### config.mk
export PLATFORM = sky130hd
export DESIGN_NAME = sockit_spi_slv
export DESIGN_NICKNAME = d
export VERILOG_FILES = /design/src/rtl/sockit_spi_pkg.sv /design/src/rtl/sockit_spi_syn.sv /design/src/rtl/sockit_spi_slv.sv
export SDC_FILE = /design/constraint.sdc
export NUM_CORES = 1
export LEC_CHECK = 0
export BUFFER_PORTS_ARGS = -buffer_cell sky130_fd_sc_hd__buf_2
export CAP_MARGIN = 10
export CELL_PAD_IN_SITES_DETAIL_PLACEMENT = 0
export CELL_PAD_IN_SITES_GLOBAL_PLACEMENT = 1
export CORE_UTILIZATION = 48
export DETAILED_ROUTE_END_ITERATION = 6
export GPL_ROUTABILITY_DRIVEN = 0
export PLACE_DENSITY = 0.91
export RECOVER_POWER = 50
export SYNTH_ARGS = -nofsm -noshare
export SYNTH_HDL_FRONTEND = slang
export SYNTH_HIERARCHICAL = 1
export SYNTH_SLANG_ARGS = --single-unit
export TNS_END_PERCENT = 10
### constraint.sdc
create_clock -name clk -period 5.5 [get_ports clk]
set_clock_uncertainty 0.1 [all_clocks]
set_input_delay 1.1 -clock clk [delete_from_list [all_inputs] [get_ports clk]]
set_output_delay 1.1 -clock clk [all_outputs]
set_load 0.1 [all_outputs]
### src/rtl/sockit_spi_pkg.sv
// sockit_spi_pkg: shared types for the sockit SPI slave endpoint.
// Revision 1.0
`default_nettype none

package sockit_spi_pkg;

  typedef struct packed {
    logic cpol;
    logic cpha;
    logic lsb;
  } slv_cfg_t;

  typedef enum logic [0:0] {
    IDLE   = 1'b0,
    ACTIVE = 1'b1
  } slv_state_t;

endpackage

`default_nettype wire

### src/rtl/sockit_spi_syn.sv
// sockit_spi_syn: SYN-stage synchronizer with rise/fall detection on the synchronized level.
// Revision 1.0
`default_nettype none

module sockit_spi_syn #(
  parameter int SYN = 2
) (
  input  logic clk,
  input  logic rst,
  input  logic d_i,
  output logic rise_o,
  output logic fall_o
);

  logic [SYN-1:0] sync_q;
  logic           dly_q;

  always_ff @(posedge clk or posedge rst) begin
    if (rst) begin
      sync_q <= '0;
      dly_q  <= 1'b0;
    end else begin
      sync_q <= {sync_q[SYN-2:0], d_i};
      dly_q  <= sync_q[SYN-1];
    end
  end

  assign rise_o =  sync_q[SYN-1] & ~dly_q;
  assign fall_o = ~sync_q[SYN-1] &  dly_q;

endmodule

`default_nettype wire

### src/rtl/sockit_spi_slv.sv
// sockit_spi_slv: oversampling SPI slave with valid/ready receive and transmit word streams.
// Revision 1.0
`default_nettype none

module sockit_spi_slv
  import sockit_spi_pkg::*;
#(
  parameter int SDW = 8,
  parameter int SYN = 2,
  parameter int SDL = $clog2(SDW)
) (
  input  logic           clk,
  input  logic           rst,
  input  logic           cfg_cpol,
  input  logic           cfg_cpha,
  input  logic           cfg_lsb,
  input  logic           tx_vld,
  input  logic [SDW-1:0] tx_dat,
  output logic           tx_rdy,
  output logic           rx_vld,
  output logic [SDW-1:0] rx_dat,
  input  logic           rx_rdy,
  input  logic           spi_sclk_i,
  input  logic           spi_ss_i,
  input  logic           spi_sio_i,
  output logic           spi_sio_o,
  output logic           spi_sio_e,
  output logic           sts_ovf,
  output logic           sts_udf
);

  logic sclk_rise, sclk_fall, ss_rise, ss_fall;
  logic [SYN-1:0] mosi_q;

  sockit_spi_syn #(.SYN(SYN)) u_syn_sclk (
    .clk(clk), .rst(rst), .d_i(spi_sclk_i), .rise_o(sclk_rise), .fall_o(sclk_fall)
  );

  sockit_spi_syn #(.SYN(SYN)) u_syn_ss (
    .clk(clk), .rst(rst), .d_i(spi_ss_i), .rise_o(ss_rise), .fall_o(ss_fall)
  );

  slv_state_t     state_q, state_d;
  slv_cfg_t       cfg_q, cfg_d;
  logic [SDW-1:0] rx_sr_q, rx_sr_d, tx_sr_q, tx_sr_d, rx_dat_q, rx_dat_d;
  logic [SDL-1:0] rx_cnt_q, rx_cnt_d, tx_cnt_q, tx_cnt_d;
  logic           rx_vld_q, rx_vld_d, ovf_q, ovf_d, udf_q, udf_d;

  logic           mosi, lead, trail, active, smp, sft, load;
  logic [SDW-1:0] rx_nxt, tx_nxt;

  function automatic logic [SDL-1:0] wrap_inc(input logic [SDL-1:0] c);
    return (c == SDL'(SDW-1)) ? '0 : c + 1'b1;
  endfunction

  assign mosi   = mosi_q[SYN-1];
  assign lead   = cfg_q.cpol ? sclk_fall : sclk_rise;
  assign trail  = cfg_q.cpol ? sclk_rise : sclk_fall;
  // An ss fall masks any sclk edge seen in the same cycle.
  assign active = (state_q == ACTIVE) && !ss_fall;
  assign smp    = active && (cfg_q.cpha ? trail : lead);
  assign sft    = active && (cfg_q.cpha ? lead : trail);
  assign load   = ((state_q == IDLE) && ss_rise && !cfg_cpha) ||
                  (sft && (cfg_q.cpha ? (tx_cnt_q == '0) : (tx_cnt_q == SDL'(SDW-1))));

  assign rx_nxt = cfg_q.lsb ? {mosi, rx_sr_q[SDW-1:1]} : {rx_sr_q[SDW-2:0], mosi};
  assign tx_nxt = cfg_q.lsb ? {1'b1, tx_sr_q[SDW-1:1]} : {tx_sr_q[SDW-2:0], 1'b1};

  always_comb begin
    state_d  = state_q;
    cfg_d    = cfg_q;
    rx_sr_d  = rx_sr_q;
    rx_cnt_d = rx_cnt_q;
    tx_sr_d  = tx_sr_q;
    tx_cnt_d = tx_cnt_q;
    rx_dat_d = rx_dat_q;
    rx_vld_d = rx_vld_q & ~rx_rdy;
    ovf_d    = 1'b0;
    udf_d    = 1'b0;
    if (state_q == IDLE) begin
      if (ss_rise) begin
        state_d  = ACTIVE;
        cfg_d    = '{cpol: cfg_cpol, cpha: cfg_cpha, lsb: cfg_lsb};
        rx_cnt_d = '0;
        tx_cnt_d = '0;
      end
    end else if (ss_fall) begin
      state_d = IDLE;
    end else begin
      if (smp) begin
        rx_sr_d  = rx_nxt;
        rx_cnt_d = wrap_inc(rx_cnt_q);
        if (rx_cnt_q == SDL'(SDW-1)) begin
          if (!rx_vld_q || rx_rdy) begin
            rx_dat_d = rx_nxt;
            rx_vld_d = 1'b1;
          end else begin
            ovf_d = 1'b1;
          end
        end
      end
      if (sft) begin
        tx_cnt_d = wrap_inc(tx_cnt_q);
        tx_sr_d  = tx_nxt;
      end
    end
    if (load) begin
      tx_sr_d = tx_vld ? tx_dat : '1;
      udf_d   = ~tx_vld;
    end
  end

  always_ff @(posedge clk or posedge rst) begin
    if (rst) begin
      mosi_q   <= '0;
      state_q  <= IDLE;
      cfg_q    <= '0;
      rx_sr_q  <= '0;
      rx_cnt_q <= '0;
      tx_sr_q  <= '1;
      tx_cnt_q <= '0;
      rx_dat_q <= '0;
      rx_vld_q <= 1'b0;
      ovf_q    <= 1'b0;
      udf_q    <= 1'b0;
    end else begin
      mosi_q   <= {mosi_q[SYN-2:0], spi_sio_i};
      state_q  <= state_d;
      cfg_q    <= cfg_d;
      rx_sr_q  <= rx_sr_d;
      rx_cnt_q <= rx_cnt_d;
      tx_sr_q  <= tx_sr_d;
      tx_cnt_q <= tx_cnt_d;
      rx_dat_q <= rx_dat_d;
      rx_vld_q <= rx_vld_d;
      ovf_q    <= ovf_d;
      udf_q    <= udf_d;
    end
  end

  assign tx_rdy    = load & tx_vld;
  assign rx_vld    = rx_vld_q;
  assign rx_dat    = rx_dat_q;
  assign sts_ovf   = ovf_q;
  assign sts_udf   = udf_q;
  assign spi_sio_e = (state_q == ACTIVE);
  assign spi_sio_o = (state_q == ACTIVE) ? (cfg_q.lsb ? tx_sr_q[0] : tx_sr_q[SDW-1]) : 1'b1;

endmodule

`default_nettype wire

==> impl_results.md <==
* Status: complete, but fails checks
* Violated checks: capacitance limit, slew limit
* Initial Utilization at 0.5111
* Final instance area at 2387 um2
* CP Launch Type: flop
* Hold Buf Count CTS at 0
* Area of the multi-input gates at 862.1 um2
* Lkg Pwr at 1.150 nW
* Wire per inst at 12.96 um
* CTS H-Tree Depth at 2
* Setup bufs post-CTS at 0
* Hold Startpoint: mosi_q[0]$_DFF_PP0_
* CTS Root Cell: clkbuf_8
* Final hold violation count at 0
* Most used DFF post-synth: dfrtp_1
* DRC viols at 0
* Area grow syn2layout at 13.50%
* Max cap viols at 1
* CTS tree: yes
* Pwr Density at 419.6 nW/um2
* Slew Limit Fails at 40
* Critical Path RT at 4300 ps
* DP HPWL at 2410 um
* FILL cells at 369
* Endpoint, Worst Hold: mosi_q[1]$_DFF_PP0_
* Final Setup Violations at 0
* Worst-Skew Late Latency at 290 ps
* Diode count at 0
* Via-to-Cell Ratio at 5.256
* Worst R2R Path Depth at 4
* R2R Path End: tx_sr_q[4]$_DFFE_PP1P_
* Minimum clock period at 3691 ps
* Core area at 4115 um2
* PortBufs at 31
* CTS buffer count at 5
* YS warnings at 6
* Min-Delay Path Class: reg -> reg
* Vias in the first global route at 1326
* Sequential cell area at 1136 um2
* Initial DRT Pass Iterations at 4
* Final WL at 3499 um
* Reg2Reg Setup Slack at 3370 ps
* Iter 0 DRT Violations at 75
* Synthesized cell area at 2103 um2
* Clk sinks at 45
* ANT nets after route at 0
* Area of the die at 4651 um2
* Die height at 68.20 um
* CP cell instances: and2b_2, nand3b_1, mux2_4, o22ai_2, and2_1, buf_2
* Critical path's slowest cell: buf_2
* Via count at 1419
* Cts repair resizes at 0
* Total power at 0.001002 W
* Top delay family on crit path: simple AND/OR/NAND/NOR gates
* FF-to-FF Start: spi_sio_e$_DFF_PP0_
* Die Wd at 68.20 um
* Max Buffers Root-to-Sink at 2
* Maximum vdd drop at 0.1645 mV
* Worst hold stages at 0
* Max Freq at 270.9 MHz
* Synthesized flop and latch total at 45
* # rows at 23
* Max transition margin at -0.3793
* Layout net count at 242
* Initial antenna violation count at 0
* Setup TNS at 0 ps
* CP Buf/Inv Count at 1
* Final period utilization at 0.6712
* GRT Residual Overflow at 0
* Avg Inst Size Synth at 11.31 um2
* RSZ-0062 raised after global routing: false
* Crit end category: primary output
* Placed cell area at 2291 um2
* First-pass GRT wire length at 5720 um
* Worst Path Max Fanout at 23
* Sequential element share of the synthesized area at 0.5402
* Total track usage at 0.1692
* Ys async rst share at 1.000
* Layout cells sized above 1 at 0.2864
* Synth Net Count at 209
* Largest net degree at the start of global routing at 40
* Syn Inst Count at 186
* I/O pin count at 32
* Max stage delay on crit path at 420 ps
* EDFF count, synth at 0
* WS Path Type: reg -> out
* Netlist cell types at 30
* CTS clk-pin slew, worst paths at 80 ps
* Worst slew pin tran at 2069 ps
* CP arrival at 2490 ps
[placed cells by master, fill, tap and decap left out, types with 3 or more instances in the layout]
master and count:
dfrtp_1 37, buf_2 30, nor2_1 17, nor2b_1 17
inv_1 16, mux2i_1 13, nand2_1 9, mux2_2 8
a221oi_1 8, dfstp_2 8, a21oi_1 7, clkbuf_8 7
o21ai_0 6, ha_1 5, nand3_1 4, nand2b_1 3
nand3b_1 3, a2111oi_0 3
[metrics by stage]
step	util	hold slack (ps)	std cells	setup slack [ps]
final	0.5801	250.6	270	1809
after global routing	0.5801	256.0	270	1725
after CTS	0.5813	252.7	270	1800
after detailed placement	0.5567	237.2	262	2069
after global placement	0.5567	232.3	262	2089
after floorplan	-	231.2	186	1724
[cells by family after synthesis]
logic type | Yosys count | synth area share
xor gates and xnor gates | 1 | 0.007736
and+or+nand+nor | 60 | 0.1511
DFF | 45 | 0.5402
buffers and inverters | 23 | 0.04997
AOI/OAI and AO/OA | 29 | 0.1029
muxes | 23 | 0.1184
adders and majority gates | 5 | 0.02974
[cell type report]
class / count / area share
Sequential cell: 45 / 0.4759
Multi-Input combinational cell: 118 / 0.3611
Timing Repair Buffer: 33 / 0.06918
Clock buffer: 7 / 0.04036
Tap cell: 50 / 0.02621
Inverter: 16 / 0.02516
Clock inverter: 1 / 0.002096
[sequential cells by signal, summed over array words and instances (netlist names)]
name,cells
rx_dat,8
rx_sr_q,8
tx_sr_q,8
cfg_q,3
rx_cnt_q,3
tx_cnt_q,3
mosi_q,2
u_syn_sclk/sync_q,2
u_syn_ss/sync_q,2
rx_vld,1
spi_sio_e,1
sts_ovf,1
sts_udf,1
u_syn_sclk/dly_q,1
u_syn_ss/dly_q,1
[synthesized netlist by cell type, types with 4 or more instances]
library cell   n  area [um2]
nor2b_1       17       106.4
nor2_1        17       63.81
nand3_1        4       20.02
mux2i_1       13       130.1
ha_1           5       62.56
dfrtp_1       37       925.9
a221oi_1       8       70.07
inv_1         16       60.06
dfstp_2        8       210.2
o21ai_0        6       30.03
nand2_1        9       33.78
mux2_2         8       90.09
a21oi_1        7       35.03
[metal layers]
metal	up-vias	GRT usage	part of all wire
met1	682	0.2079	0.48
met5	-	0	0
met2	27	0.2794	0.47
met4	0	0.06250	0.015
met3	6	0.05000	0.039
li1	704	-	-
[worst max-delay path by stage]
stage / from / end / slack (ps) / cells after the start
finish: u_syn_ss/sync_q[1]$_DFF_PP0_ / tx_rdy / 1810 / 6
global route: u_syn_ss/dly_q$_DFF_PP0_ / tx_rdy / 1730 / 6
CTS: u_syn_ss/sync_q[1]$_DFF_PP0_ / tx_rdy / 1800 / 6
detailed placement: cfg_cpha / tx_rdy / 2070 / 4
global placement: cfg_cpha / tx_rdy / 2090 / 4
floorplan: spi_sio_e$_DFF_PP0_ / tx_rdy / 1720 / 4
[power breakdown]
group	total (W)	leakage, nW	internal [W]	switching, W
logic	0.000282	0.580	0.000125	0.000157
clock network	0.000219	0.0542	0.000114	0.000105
registers	0.000501	0.516	0.000425	0.0000754
Power figures use the tool's default switching activity.
